<file path="src/rtl/calc1_chk_fifo.sv">
// Expected-response queue: DEPTH x W, push visible one cycle later, head read combinationally.
// Same-cycle push/pop allowed; a push while full is dropped unless a pop frees the slot that cycle.
module calc1_chk_fifo #(
  parameter int DEPTH = 4,
  parameter int W     = 34
) (
  input  logic         clk,
  input  logic         rst_n,
  input  logic         push_vld,
  input  logic [W-1:0] push_dat,
  input  logic         pop_rdy,
  output logic [W-1:0] head_dat,
  output logic         full,
  output logic         empty
);

  localparam int AW = $clog2(DEPTH);

  logic [W-1:0] mem [DEPTH];
  logic [AW:0]  wr_ptr;
  logic [AW:0]  rd_ptr;
  logic         wr_en;
  logic         rd_en;

  // Extra pointer bit distinguishes full from empty when the indices match.
  assign empty    = (wr_ptr == rd_ptr);
  assign full     = (wr_ptr[AW-1:0] == rd_ptr[AW-1:0]) && (wr_ptr[AW] != rd_ptr[AW]);
  assign rd_en    = pop_rdy && !empty;
  assign wr_en    = push_vld && (!full || rd_en);
  assign head_dat = mem[rd_ptr[AW-1:0]];

  always_ff @(posedge clk) begin
    if (wr_en) mem[wr_ptr[AW-1:0]] <= push_dat;
  end

  always_ff @(posedge clk or negedge rst_n) begin
    if (!rst_n) begin
      wr_ptr <= '0;
      rd_ptr <= '0;
    end else begin
      if (wr_en) wr_ptr <= wr_ptr + 1'b1;
      if (rd_en) rd_ptr <= rd_ptr + 1'b1;
    end
  end

endmodule

</file>
<file path="config.mk">
export PLATFORM = sky130hd
export DESIGN_NAME = calc1_chk_fifo
export DESIGN_NICKNAME = d
export VERILOG_FILES = /design/src/rtl/calc1_chk_fifo.sv
export SDC_FILE = /design/constraint.sdc
export NUM_CORES = 1
export LEC_CHECK = 0
export BUFFER_PORTS_ARGS = -buffer_cell sky130_fd_sc_hd__buf_2
export CAP_MARGIN = 20
export CORE_MARGIN = 2
export CORE_UTILIZATION = 60
export DETAILED_ROUTE_END_ITERATION = 10
export PLACE_DENSITY = 0.83
export SYNTH_ARGS = -nofsm -noshare
export SYNTH_HDL_FRONTEND = slang
export SYNTH_SLANG_ARGS = --single-unit
</file>
<file path="constraint.sdc">
create_clock -name clk -period 6.8 [get_ports clk]
set_input_delay 0.68 -clock clk [delete_from_list [all_inputs] [get_ports clk]]
set_output_delay 0.68 -clock clk [all_outputs]
set_load 0.005 [all_outputs]
</file>
# --- After elaboration in Yosys (flattened, before gate mapping) ---
# Memories as Yosys holds them, arrays and structs flattened.
# Cells that the tools add are included.
word_totals:
  register_bits: 6
  mem_bits_rw: 136
  in_bits: 38
  out_inout_bits: 36
  wordCells: 16
  mem_count: 1
memory_table:
  columns: ["name", "words", "word_bits", "rd", "rd_clocked_by_memory_dff", "wr", "line_no", "rtl"]
  rows:
  - ["mem", 4, 34, 1, 0, 1, "19", "logic [W-1:0] mem [DEPTH];"]
op_classes:
  addsub: 2
  n_eq_ne: 3
  n_mux: 2
  reduce_logical: 6
op_table:
  columns: ["cell", "count"]
  rows:
  - ["$add 3x1->3 const B", 2]
  - ["$eq 3x3->1", 1]
  - ["$logic_and 1x1->1", 3]
  - ["$eq 2x2->1", 1]
  - ["$logic_not 1->1", 2]
  - ["$mux 1", 2]
  - ["$logic_or 1x1->1", 1]
  - ["$ne 1x1->1", 1]

# --- Longest topological paths before layout ---
depth:
  ltp_word: 7
  depth_mapped: 5
  mapped_depth_nobuf: 4

# --- Worst setup path after synthesis ---
# OpenSTA, ideal clock, no wires.
synth_timing:
  path_type: "input to register"
  start: "in pop_rdy"
  end: "mem mem[0][0], enable pin"
  setup_time_ns: 0.415
  t_arrival_ns: 1.911
  required_ns: 6.385
  setup_slack_ns: 4.474
  path_stages: 3
  path_buffers: 1
  path_cell_list: "buf_2 or4_4 and3_1"
synth_via:
  elab_chain_len: 5
synth_rtl:
  columns: ["element", "line_no", "rtl"]
  rows:
  - ["from (decl)", "11", "input logic pop_rdy,"]
  - ["$logic_and 1x1->1", "28", "assign rd_en = pop_rdy && !empty;"]
  - ["$logic_or 1x1->1", "29", "assign wr_en = push_vld && (!full || rd_en);"]
  - ["$logic_and 1x1->1", "29", null]
  - ["$mux 1", "33", "if (wr_en) mem[wr_ptr[AW-1:0]] <= push_dat;"]
  - ["$mux 1 (not written as such)", "33", null]
  - ["to (decl)", "19", null]
# Every way passes these cells.

# --- Final worst setup path ---
layout_timing:
  start: "reg rd_ptr[1]"
  end: "out full"
layout_via:
  elab_chain_len: 2
layout_rtl:
  columns: ["element", "line_no", "rtl"]
  rows:
  - ["from (decl)", "21", "logic [AW:0] rd_ptr;"]
  - ["from (signal assigned)", "42", "if (rd_en) rd_ptr <= rd_ptr + 1'b1;"]
  - ["$eq 2x2->1", "27", "assign full = (wr_ptr[AW-1:0] == rd_ptr[AW-1:0]) && (wr_ptr[AW] != rd_ptr[AW]);"]
  - ["$logic_and 1x1->1", "27", null]
  - ["to (decl)", "13", "output logic full,"]
# Every way passes these cells.

==> qor.txt <==
outcome: finished clean
ys flop type: edfxtp_1
crit-path max FO: 37
share of layout cells above drive strength 1: 0.460
Reg power frac: 0.434
number of max-cap violations: 0
Max Slew Vio Count: 0
Routed Antenna Nets: 0
worst vdd ir: 0.239 mV
largest net degree at the start of global routing: 39
vias in the first global route: 2650
ys async rst share: 0.0423
Syn Nets: 267
Synth Cell Area: 5370 µm²
Tightest Hold Check Type: in -> reg
final worst path period share: 0.479
Tot GR Track Use: 0.214
initial antenna violation count: 0
initial core utilization: 0.616
Seq cells post-synth: 142
Die H: 98.6 µm
# fillers: 474
via count: 2504
clock sink count: 142
CTS tree: done
fin nets: 352
GPL Wtd Cong: 0.719
FF-to-FF setup slack: 3.71 ns
Multi-input gate area: 1070 µm²
CP peak stage delay: 0.95 ns
synth cell count leaders: edfxtp_1 (136), mux4_2 (34), dfrtp_1 (6)
Unique masters post-synth: 29
Hold Vio Cnt, Final: 0
reg2reg end: mem[0][8]
area fraction of the dominant cell type after synthesis: 0.760
setup TNS: 0 ns
die area: 9730 µm²
worst reg2reg path depth: 3
htree depth: 4
Final Non-Filler Cells: 430
Iter 0 DRT Violations: 154
Peak Freq: 307 MHz
Die Span X: 98.6 µm
Arrival @ worst endpoint: 2.58 ns
cell chain of the critical path: xor2_1 > or2_1 > nor2_1 > buf_2
unrepaired setup endpoints after global routing: false
Rel. slew slack: 0.407
Hold Crit Start: push_dat[32]
Pre-Repair DR Iteration Count: 6
Clk network pwr share: 0.307
gate count of the mapped netlist: 224
antenna cells: 0
Crit-path slowest cell: dfrtp_2
FP Rows: 34
post-CTS setup buffers: 0
Pleak: 2.25 nW
GR Overflow Total: 0
Core ar.: 8720 µm²
DRC violations left: 0
via density per instance: 5.82
dpl hpwl: 5110 µm
WHS Endpoint: mem[2][32]
startpoint types: flip-flop
Overall Power: 2.94 mW
fin crit period: 3.26 ns
Routed wire per std cell: 22.5 µm
CTS Buf Count: 17
Worst-path clk slew: 0.06 ns
worst r2r src: rd_ptr[1]
Yosys Warn Count: 0
num ports: 74
Inst Count DP: 397
Int Pwr: 2.11 mW
Psw: 837 µW
sw frac: 0.284
Hold Crit Depth: 1
Setup Viol. Count Final: 0
dominant cells by area after synthesis: edfxtp_1 (76%), mux4_2 (14%), dfrtp_1 (2.8%), ha_1 (1.2%), buf_4 (0.42%)
Post-synth EDFFs: 136
kind of critical path: reg -> out
Comb power frac: 0.259
register area: 4240 µm²
Clock Tree Buf Depth: 2
slew at the pin closest to its max-slew limit: 0.890 ns
first-pass GRT wire length: 14900 µm
count of input and output buffers: 73
post-synth top area cell: edfxtp_1
sequential-to-total area share from yosys stat: 0.788
CP Capture Type: primary output
Final Skew: 0.00820 ns
pwr dens: 458 nW/µm²
smallest hold slack: 0.384 ns
Worst Path Required: 6.12 ns
Clock Tree Root: clkbuf_8
Avg Cell Area, Syn: 24.0 µm²
routed wire length: 9670 µm
most instantiated library cell after synthesis: edfxtp_1
area delta synth->final: 19.7%
Skew-Pair Late Insertion Delay: 0.51 ns
cell usage in the layout, fill, tap and decap left out:
master | netlist | layout
dfrtp_2 | 0 | 2
mux4_2 | 34 | 34
dfrtp_1 | 6 | 4
buf_4 | 3 | 2
mux2_1 | 2 | 2
clkinv_1 | 0 | 3
xnor2_1 | 2 | 2
o31a_1 | 1 | 1
xor2_2 | 1 | 1
or2_1 | 1 | 1
o311ai_1 | 1 | 1
o41ai_1 | 1 | 1
buf_2 | 3 | 73
nor2_1 | 2 | 2
o31ai_1 | 3 | 3
and3_2 | 0 | 3
clkinv_2 | 0 | 3
nor3_1 | 1 | 1
xor2_1 | 2 | 2
ha_1 | 5 | 5
edfxtp_1 | 136 | 136
inv_6 | 0 | 1
clkinv_4 | 0 | 3
dlygate4sd3_1 | 0 | 1
clkbuf_8 | 0 | 1
bufinv_16 | 0 | 3
or4_4 | 1 | 1
inv_1 | 3 | 2
clkinvlp_4 | 0 | 3
o41ai_2 | 1 | 1
mux2_2 | 1 | 1
o211ai_1 | 1 | 1
and2_1 | 1 | 1
or4_1 | 1 | 1
o21a_1 | 1 | 1
clkbuf_16 | 0 | 16
nand2_1 | 3 | 3
cell type report:
type | count | area share
Sequential cell | 142 | 0.659
Multi-Input combinational cell | 69 | 0.167
Clock buffer | 17 | 0.0644
Timing Repair Buffer | 76 | 0.0607
Clock inverter | 15 | 0.0265
Tap cell | 108 | 0.0210
Inverter | 3 | 0.00175
cells by family after synthesis:
group                    Yosys count  share of synthesized area
adder cells (fa/ha/maj)            5                     0.0116
multiplexers                      37                      0.149
AND/OR/NAND/NOR                   13                     0.0137
AO/OA/AOI/OAI                      9                     0.0149
flip-flops                       142                      0.788
buffers and inverters             13                     0.0133
XOR/XNOR                           5                    0.00955
stage by stage:
stage	setup slack [ns]	instance area, µm²	util
final	3.54	6430	0.737
after global routing	3.37	6430	0.737
after CTS	3.54	6430	0.737
after detailed placement	3.73	5830	0.669
after global placement	3.82	5830	0.669
after floorplan	4.47	5370	-
critical path: cells and delay by family (launching register included):
kind	cells	cell delay, ns
xor+xnor	1	0.70
buf+inv	1	0.15
flops	1	0.95
simple gates	2	0.27
power groups by stage:
stage | clock network [mW] | registers, mW | logic (mW)
4_1_cts | 0.919 | 1.28 | 0.779
3_5_place_dp | 0 | 1.29 | 0.763
2_1_floorplan | 0 | 1.22 | 0.555
5_1_grt | 0.951 | 1.30 | 0.832
6_report | 0.903 | 1.28 | 0.762
3_3_place_gp | 0 | 1.27 | 0.751
what timing repair did:
| action | in CTS | in global routing |
|---|---|---|
| hold buffers | 1 | 0 |
| setup endpoints to repair | 0 | 0 |
| endpoints found under the hold margin | 6 | 0 |
| gates resized for setup | 0 | 0 |
worst max path at each step:
stage	start	to	slack, ns	cells after the start
3_5_place_dp	rd_ptr[1]	mem[1][12]	3.73	3
3_3_place_gp	rd_ptr[1]	mem[0][9]	3.82	3
6_report	rd_ptr[1]	full	3.54	4
5_1_grt	rd_ptr[1]	full	3.37	4
2_1_floorplan	pop_rdy	mem[0][0]	4.47	3
4_1_cts	rd_ptr[1]	full	3.54	4
routing by layer:
layer | GRT usage | vias up | wire [µm]
li1 | - | 1124 | -
met1 | 0.273 | 1290 | 3820
met2 | 0.358 | 75 | 5260
met3 | 0.0546 | 15 | 396
met4 | 0.0896 | 0 | 194
met5 | 0 | - | 0
flip-flops by register name, summed over array words and instances, names as in the netlist:
register	flops
mem	136
rd_ptr	3
wr_ptr	3
No activity file was read; power rests on OpenSTA's default activity.
